$ cat config.mk
export PLATFORM = sky130hd
export DESIGN_NAME = seq_stream_tx_100_010
export DESIGN_NICKNAME = d
export VERILOG_FILES = /design/src/rtl/seq_tx_pkg.sv /design/src/rtl/seq_track_100_010.sv /design/src/rtl/seq_stream_tx_100_010.sv
export SDC_FILE = /design/constraint.sdc
export NUM_CORES = 1
export LEC_CHECK = 0
export BUFFER_PORTS_ARGS = -buffer_cell sky130_fd_sc_hd__clkbuf_2
export CELL_PAD_IN_SITES_DETAIL_PLACEMENT = 1
export CELL_PAD_IN_SITES_GLOBAL_PLACEMENT = 1
export CORE_MARGIN = 10
export CORE_UTILIZATION = 38
export CTS_CLUSTER_DIAMETER = 200
export DETAILED_ROUTE_END_ITERATION = 8
export PLACE_DENSITY_LB_ADDON = 0.3
export SLEW_MARGIN = 20
export SYNTH_ARGS = -nofsm -noshare
export SYNTH_HDL_FRONTEND = slang
export SYNTH_SLANG_ARGS = --single-unit
$ cat constraint.sdc
create_clock -name clk -period 1.9 [get_ports clk]
set_input_delay 0.19 -clock clk [delete_from_list [all_inputs] [get_ports clk]]
set_output_delay 0.19 -clock clk [all_outputs]
set_load 0.02 [all_outputs]
$ cat src/rtl/seq_tx_pkg.sv
// rtl/seq_tx_pkg.sv - shared mode codes, FSM states and pattern constants for the 100/010 stream transmitter
package seq_tx_pkg;

   typedef enum logic [1:0] {
      MODE_RAW    = 2'b00,
      MODE_REP100 = 2'b01,
      MODE_REP010 = 2'b10,
      MODE_PRBS   = 2'b11
   } mode_t;

   typedef enum logic [1:0] {
      IDLE  = 2'b00,
      SHIFT = 2'b01,
      DONE  = 2'b10
   } state_t;

   localparam logic [2:0] PAT_100   = 3'b100;
   localparam logic [2:0] PAT_010   = 3'b010;
   localparam logic [6:0] PRBS_SEED = 7'h7F;

   // One step of the x^7+x^6+1 Fibonacci LFSR; the output bit is taken from [6].
   function automatic logic [6:0] prbs7_step(input logic [6:0] s);
      return {s[5:0], s[6] ^ s[5]};
   endfunction

endpackage

$ cat src/rtl/seq_track_100_010.sv
// rtl/seq_track_100_010.sv - golden overlapping counter of 100 and 010 triples on a valid-qualified bit stream
module seq_track_100_010
   import seq_tx_pkg::*;
#(
   parameter int CW = 8
) (
   input  logic          clk,
   input  logic          rst,
   input  logic          stream_bit,
   input  logic          bit_valid,
   input  logic          clr,
   output logic [CW-1:0] cnt_100,
   output logic [CW-1:0] cnt_010
);

   logic       h1;
   logic       h0;
   logic [1:0] fill;
   logic [2:0] trip;
   logic       hit_100;
   logic       hit_010;

   assign trip    = {h1, h0, stream_bit};
   assign hit_100 = bit_valid && (fill == 2'd2) && (trip == PAT_100);
   assign hit_010 = bit_valid && (fill == 2'd2) && (trip == PAT_010);

   // History spans frames and idle gaps; only rst forgets it.
   always_ff @(posedge clk) begin
      if (rst) begin
         h1   <= 1'b0;
         h0   <= 1'b0;
         fill <= 2'd0;
      end else if (bit_valid) begin
         h1 <= h0;
         h0 <= stream_bit;
         if (fill != 2'd2) fill <= fill + 2'd1;
      end
   end

   // Saturating counters; a clear overrides a coincident increment.
   always_ff @(posedge clk) begin
      if (rst || clr) begin
         cnt_100 <= '0;
         cnt_010 <= '0;
      end else begin
         if (hit_100 && (cnt_100 != {CW{1'b1}})) cnt_100 <= cnt_100 + 1'b1;
         if (hit_010 && (cnt_010 != {CW{1'b1}})) cnt_010 <= cnt_010 + 1'b1;
      end
   end

endmodule

$ cat src/rtl/seq_stream_tx_100_010.sv
// rtl/seq_stream_tx_100_010.sv - serial RAW/REP100/REP010 frame transmitter with golden triple counts; SEQ_TX_PRBS_EN adds PRBS7 mode
module seq_stream_tx_100_010
   import seq_tx_pkg::*;
#(
   parameter int WIDTH = 16,
   parameter int LENW  = 5,
   parameter int CW    = 8
) (
   input  logic             clk,
   input  logic             rst,
   input  logic             in_valid,
   output logic             in_ready,
   input  logic [1:0]       in_mode,
   input  logic [LENW-1:0]  in_len,
   input  logic [WIDTH-1:0] in_data,
   input  logic             clr_cnt,
   output logic             o,
   output logic             o_valid,
   output logic             busy,
   output logic             done,
   output logic [CW-1:0]    cnt_100,
   output logic [CW-1:0]    cnt_010
);

   localparam int NW = LENW + 2;

   state_t           state_q, state_d;
   mode_t            mode_q, acc_mode, src_mode;
   logic [WIDTH-1:0] data_q, src_data;
   logic [1:0]       phase_q, src_phase, phase_nxt;
   logic [NW-1:0]    rem_q, acc_len, raw_n, rep_n;
   logic             accept, bit_sel, load, advance;
   logic             o_d, o_valid_d, done_d;
`ifdef SEQ_TX_PRBS_EN
   logic [6:0]       lfsr_q, src_lfsr;
`endif

   assign in_ready = (state_q == IDLE) && !rst;
   assign accept   = in_valid && in_ready;
   assign busy     = (state_q != IDLE);

   assign raw_n = ({2'b00, in_len} > NW'(WIDTH)) ? NW'(WIDTH) : {2'b00, in_len};
   assign rep_n = {1'b0, in_len, 1'b0} + {2'b00, in_len};

   // Decode the command; without PRBS support mode 11 is an alias of RAW.
   always_comb begin
      acc_mode = mode_t'(in_mode);
`ifndef SEQ_TX_PRBS_EN
      if (acc_mode == MODE_PRBS) acc_mode = MODE_RAW;
`endif
      acc_len = ((acc_mode == MODE_REP100) || (acc_mode == MODE_REP010)) ? rep_n : raw_n;
   end

   // Bit source: the incoming command while idle, the latched frame while shifting.
   always_comb begin
      if (state_q == IDLE) begin
         src_mode  = acc_mode;
         src_data  = in_data;
         src_phase = 2'd0;
      end else begin
         src_mode  = mode_q;
         src_data  = data_q;
         src_phase = phase_q;
      end
`ifdef SEQ_TX_PRBS_EN
      src_lfsr = (state_q == IDLE) ? PRBS_SEED : lfsr_q;
`endif
      phase_nxt = (src_phase == 2'd2) ? 2'd0 : src_phase + 2'd1;
      case (src_mode)
         MODE_REP100: bit_sel = PAT_100[2'd2 - src_phase];
         MODE_REP010: bit_sel = PAT_010[2'd2 - src_phase];
`ifdef SEQ_TX_PRBS_EN
         MODE_PRBS:   bit_sel = src_lfsr[6];
`endif
         default:     bit_sel = src_data[WIDTH-1];
      endcase
   end

   // Next state and next registered outputs.
   always_comb begin
      state_d   = state_q;
      o_d       = 1'b0;
      o_valid_d = 1'b0;
      done_d    = 1'b0;
      load      = 1'b0;
      advance   = 1'b0;
      case (state_q)
         IDLE: begin
            if (accept) begin
               load = 1'b1;
               if (acc_len == '0) begin
                  state_d = DONE;
                  done_d  = 1'b1;
               end else begin
                  state_d   = SHIFT;
                  o_valid_d = 1'b1;
                  o_d       = bit_sel;
               end
            end
         end
         SHIFT: begin
            if (rem_q == NW'(1)) begin
               state_d = DONE;
               done_d  = 1'b1;
            end else begin
               o_valid_d = 1'b1;
               o_d       = bit_sel;
               advance   = 1'b1;
            end
         end
         DONE:    state_d = IDLE;
         default: state_d = IDLE;
      endcase
   end

   // State and output registers.
   always_ff @(posedge clk) begin
      if (rst) begin
         state_q <= IDLE;
         o       <= 1'b0;
         o_valid <= 1'b0;
         done    <= 1'b0;
      end else begin
         state_q <= state_d;
         o       <= o_d;
         o_valid <= o_valid_d;
         done    <= done_d;
      end
   end

   // Frame datapath: latch on accept, step once per emitted bit.
   always_ff @(posedge clk) begin
      if (rst) begin
         mode_q  <= MODE_RAW;
         data_q  <= '0;
         phase_q <= 2'd0;
         rem_q   <= '0;
`ifdef SEQ_TX_PRBS_EN
         lfsr_q  <= PRBS_SEED;
`endif
      end else if (load || advance) begin
         mode_q  <= src_mode;
         data_q  <= src_data << 1;
         phase_q <= phase_nxt;
         rem_q   <= load ? acc_len : rem_q - NW'(1);
`ifdef SEQ_TX_PRBS_EN
         lfsr_q  <= prbs7_step(src_lfsr);
`endif
      end
   end

   seq_track_100_010 #(.CW(CW)) u_track (
      .clk        (clk),
      .rst        (rst),
      .stream_bit (o),
      .bit_valid  (o_valid),
      .clr        (clr_cnt),
      .cnt_100    (cnt_100),
      .cnt_010    (cnt_010)
   );

endmodule

==> run metrics <==
pwr dens between 700 and 800 mW/mm2; number of antenna diodes 0; Worst setup SP type flop; Final Hold Violating Endpoints 0; Crit Path Max Fanout 6; placed cell areas around 0.0033 mm2; DR WL met2 between 3 and 4 mm; Design Power ~2.7 mW; first-pass GRT wire length 11.87 mm; TritonCTS Sinks 51; reg2reg path depth 7; I/O Buffers 47; utilization after layout about half; worst r2r src rem_q[1]; antenna-violating nets left 0; die width about 110 um; final worst slack -0.03149 ns; total core area approximately 0.0072 mm2; routability cong. 0.7584; Clk Latency, worst-skew pair around 0.30 ns; ys flop type dfxtp_1; clock skew approximately 0.0075 ns; CTS tree built; syn_area_per_cell around 9.3 um2; Wirelength per Cell ~15 um; WP data arrival ~2.1 ns; reg-to-reg slack, setup -0.03 ns; leakage about 1.5 nW; HP Class input pin to flop; Setup-failing EPs final 2; Syn Nets approximately 340; #FFs+latches synth 51; setup_tns -0.04352 ns; worst-case vdd ir drop just over 300 uV; Tcrit/Tclk final 101.7%; Worst-Margin Slew between 0.5 and 0.6 ns; Bufs on Longest Clock Path 2; Synth Instances slightly below 300; num ports 48; Total Wirelength between 7 and 8 mm; Non-Filler Instances ~470; violated checks negative setup slack; Final HPWL DP approximately 5.4 mm; largest net degree at the start of global routing 22; Post-Synthesis Cell Area 0.002765 mm2; Rel. slew slack 65.04%; drt initial violations 78; RSZ-0062 raised after global routing yes; pre-CTS setup slack -0.1975 ns; fraction of registers with async set/reset 0%; grt ovf 0; worst endpoint required time between 2 and 2.5 ns; met1 WL between 3 and 4 mm; Max Fclk between 500 and 600 MHz; Tot GR Track Use between 10% and 20%; path type of the worst setup path flop to flop; Post-synth EDFFs 0; number of global-route vias before repair 2511; P&R area growth vs syn 26.70%; Hold Path Stages 3; Hold Path End data_q[6]; RR Endpoint rem_q[6]; via count between 2k and 2.5k; Initial Utilization around two fifths; WL met3 around 270 um; Die Y-Extent 105.3 um; placed cells 460; MaxCap Viol Count 0; routed vias/inst around 5.1; H-tree Lvls 2; status finished with violations; post-synthesis sequential area ratio between 30% and 40%; share of layout cells above drive strength 1 between 30% and 40%; hold path start in_data[5]; max-slew violation count 0; Die ar. roughly 0.011 mm2; clock slew at reported path FFs around 0.09 ns; post-layout min period 1.931 ns; crit end category flop; Top Metal Used met4; YS warnings 0; fin area between 0.003 and 0.004 mm2; Netlist cell types between 50 and 60; site row count 31; clock root buffer clkbuf_8; # fillers 837; TritonRoute pass-1 iters 5; nets between 400 and 500; CTS buffer count 5; initial antenna violation count 0; Hold WS about 0.14 ns; DRC 0
==> cell type report <==
| cell class | count | area [um2] | area share [%] |
|---|---|---|---|
| well taps | 99 | 123.9 | 3.536 |
| clock inverters | 2 | 13.76 | 0.3929 |
| flip-flops and latches | 51 | 1026 | 29.29 |
| clock buffers | 6 | 82.58 | 2.357 |
| repair buffers | 78 | 475.5 | 13.57 |
| multi-input cells | 213 | 1693 | 48.32 |
| inverters | 23 | 88.84 | 2.536 |
==> synth_stat cells, drive strengths merged (2+ instances only) <==
cell / count / share of area, %
nor2b: 2 / 0.45
a2111oi: 3 / 1.4
o22ai: 2 / 0.45
inv: 23 / 3.1
ha: 17 / 7.7
a21oi: 13 / 2.5
nor4: 2 / 0.45
o31ai: 2 / 0.54
a22o: 2 / 0.63
nand3: 9 / 1.6
xor2: 8 / 2.5
o21ai: 10 / 1.8
and3: 2 / 0.45
or4b: 2 / 1.0
a211oi: 6 / 1.6
xnor2: 10 / 3.2
nand2: 16 / 2.2
nand4: 9 / 2.0
clkbuf: 4 / 0.54
buf: 7 / 1.6
nor2: 30 / 4.9
or3: 4 / 0.90
o31a: 3 / 0.95
o2bb2ai: 15 / 4.8
a21o: 2 / 0.54
dfxtp: 51 / 37
nor3: 6 / 1.1
mux2i: 22 / 8.0
or2: 2 / 0.45
a21boi: 2 / 0.54
==> sequential cells by signal (all words and copies together), names as in the netlist <==
name,flops
data_q,15
done,1
mode_q,2
o,1
o_valid,1
phase_q,2
rem_q,7
state_q,2
u_track.cnt_010,8
u_track.cnt_100,8
u_track.fill,2
u_track.h0,1
u_track.h1,1
==> cell usage in the layout (no fill, tap or decap), types with 4 or more instances in the layout <==
| master | count |
|---|---|
| nor3_1 | 4 |
| buf_4 | 29 |
| xnor2_1 | 10 |
| a211oi_1 | 4 |
| xor2_1 | 8 |
| nand3_1 | 8 |
| o2bb2ai_1 | 15 |
| dfxtp_1 | 49 |
| nor2_1 | 25 |
| or3_1 | 4 |
| nand4_1 | 9 |
| o21ai_0 | 8 |
| clkbuf_2 | 47 |
| nand2_1 | 15 |
| inv_1 | 21 |
| mux2i_1 | 20 |
| ha_1 | 16 |
| a21oi_1 | 11 |
| clkbuf_8 | 6 |
==> kinds of logic (layout without fill, tap and decap cells) <==
logic type | count (synthesis) | count (layout) | share of synthesized area (%)
xor gates and xnor gates | 18 | 18 | 5.701
and+or+nand+nor | 87 | 87 | 16.43
AOI/OAI and AO/OA | 68 | 68 | 19.32
adders and majority gates | 18 | 18 | 8.416
DFF | 51 | 51 | 36.92
muxes | 22 | 22 | 7.964
buffers and inverters | 34 | 109 | 5.249
==> repair_timing <==
| item | in CTS | in global routing |
|---|---|---|
| hold endpoints to repair | 0 | 0 |
| endpoints found under the setup margin | 1 | 29 |
| resized for setup | 2 | 25 |
| buffers inserted | 0 | 5 |
| hold buffers | 0 | 0 |
| pin swaps | 0 | 6 |
==> layer usage <==
metal / track usage (%) / vias to the layer above
li1: - / 1222
met1: 15.25 / 1145
met2: 21.60 / 33
met3: 3.045 / 10
met4: 3.824 / 0
met5: 0 / -
==> worst max path at each step <==
stage               start        to  slack, ns  depth (start not counted)
2_1_floorplan  state_q[0]         o       0.02                         10
3_3_place_gp    in_len[0]   o_valid      -0.14                          7
3_5_place_dp    in_len[0]         o      -0.20                          7
4_1_cts        state_q[1]         o      0.008                          9
5_1_grt          rem_q[1]  rem_q[6]      -0.12                          7
6_report         rem_q[1]  rem_q[6]      -0.03                          7
==> where the power goes <==
group | leakage [nW] | internal (mW) | switching [mW]
Sequential | 0.418 | 1.16 | 0.0768
Clock | 0.0516 | 0.299 | 0.374
Combinational | 1.05 | 0.350 | 0.412
Total | 1.52 | 1.81 | 0.863
==> critical path, cell delays in order, from the launching register on <==
cell	delay, ns
dfxtp_4	0.37
inv_4	0.06
ha_4	0.11
or4b_4	0.51
o211ai_4	0.37
nor3_2	0.08
xnor2_1	0.23
a211oi_2	0.10
(Power assumes the default switching activity.)
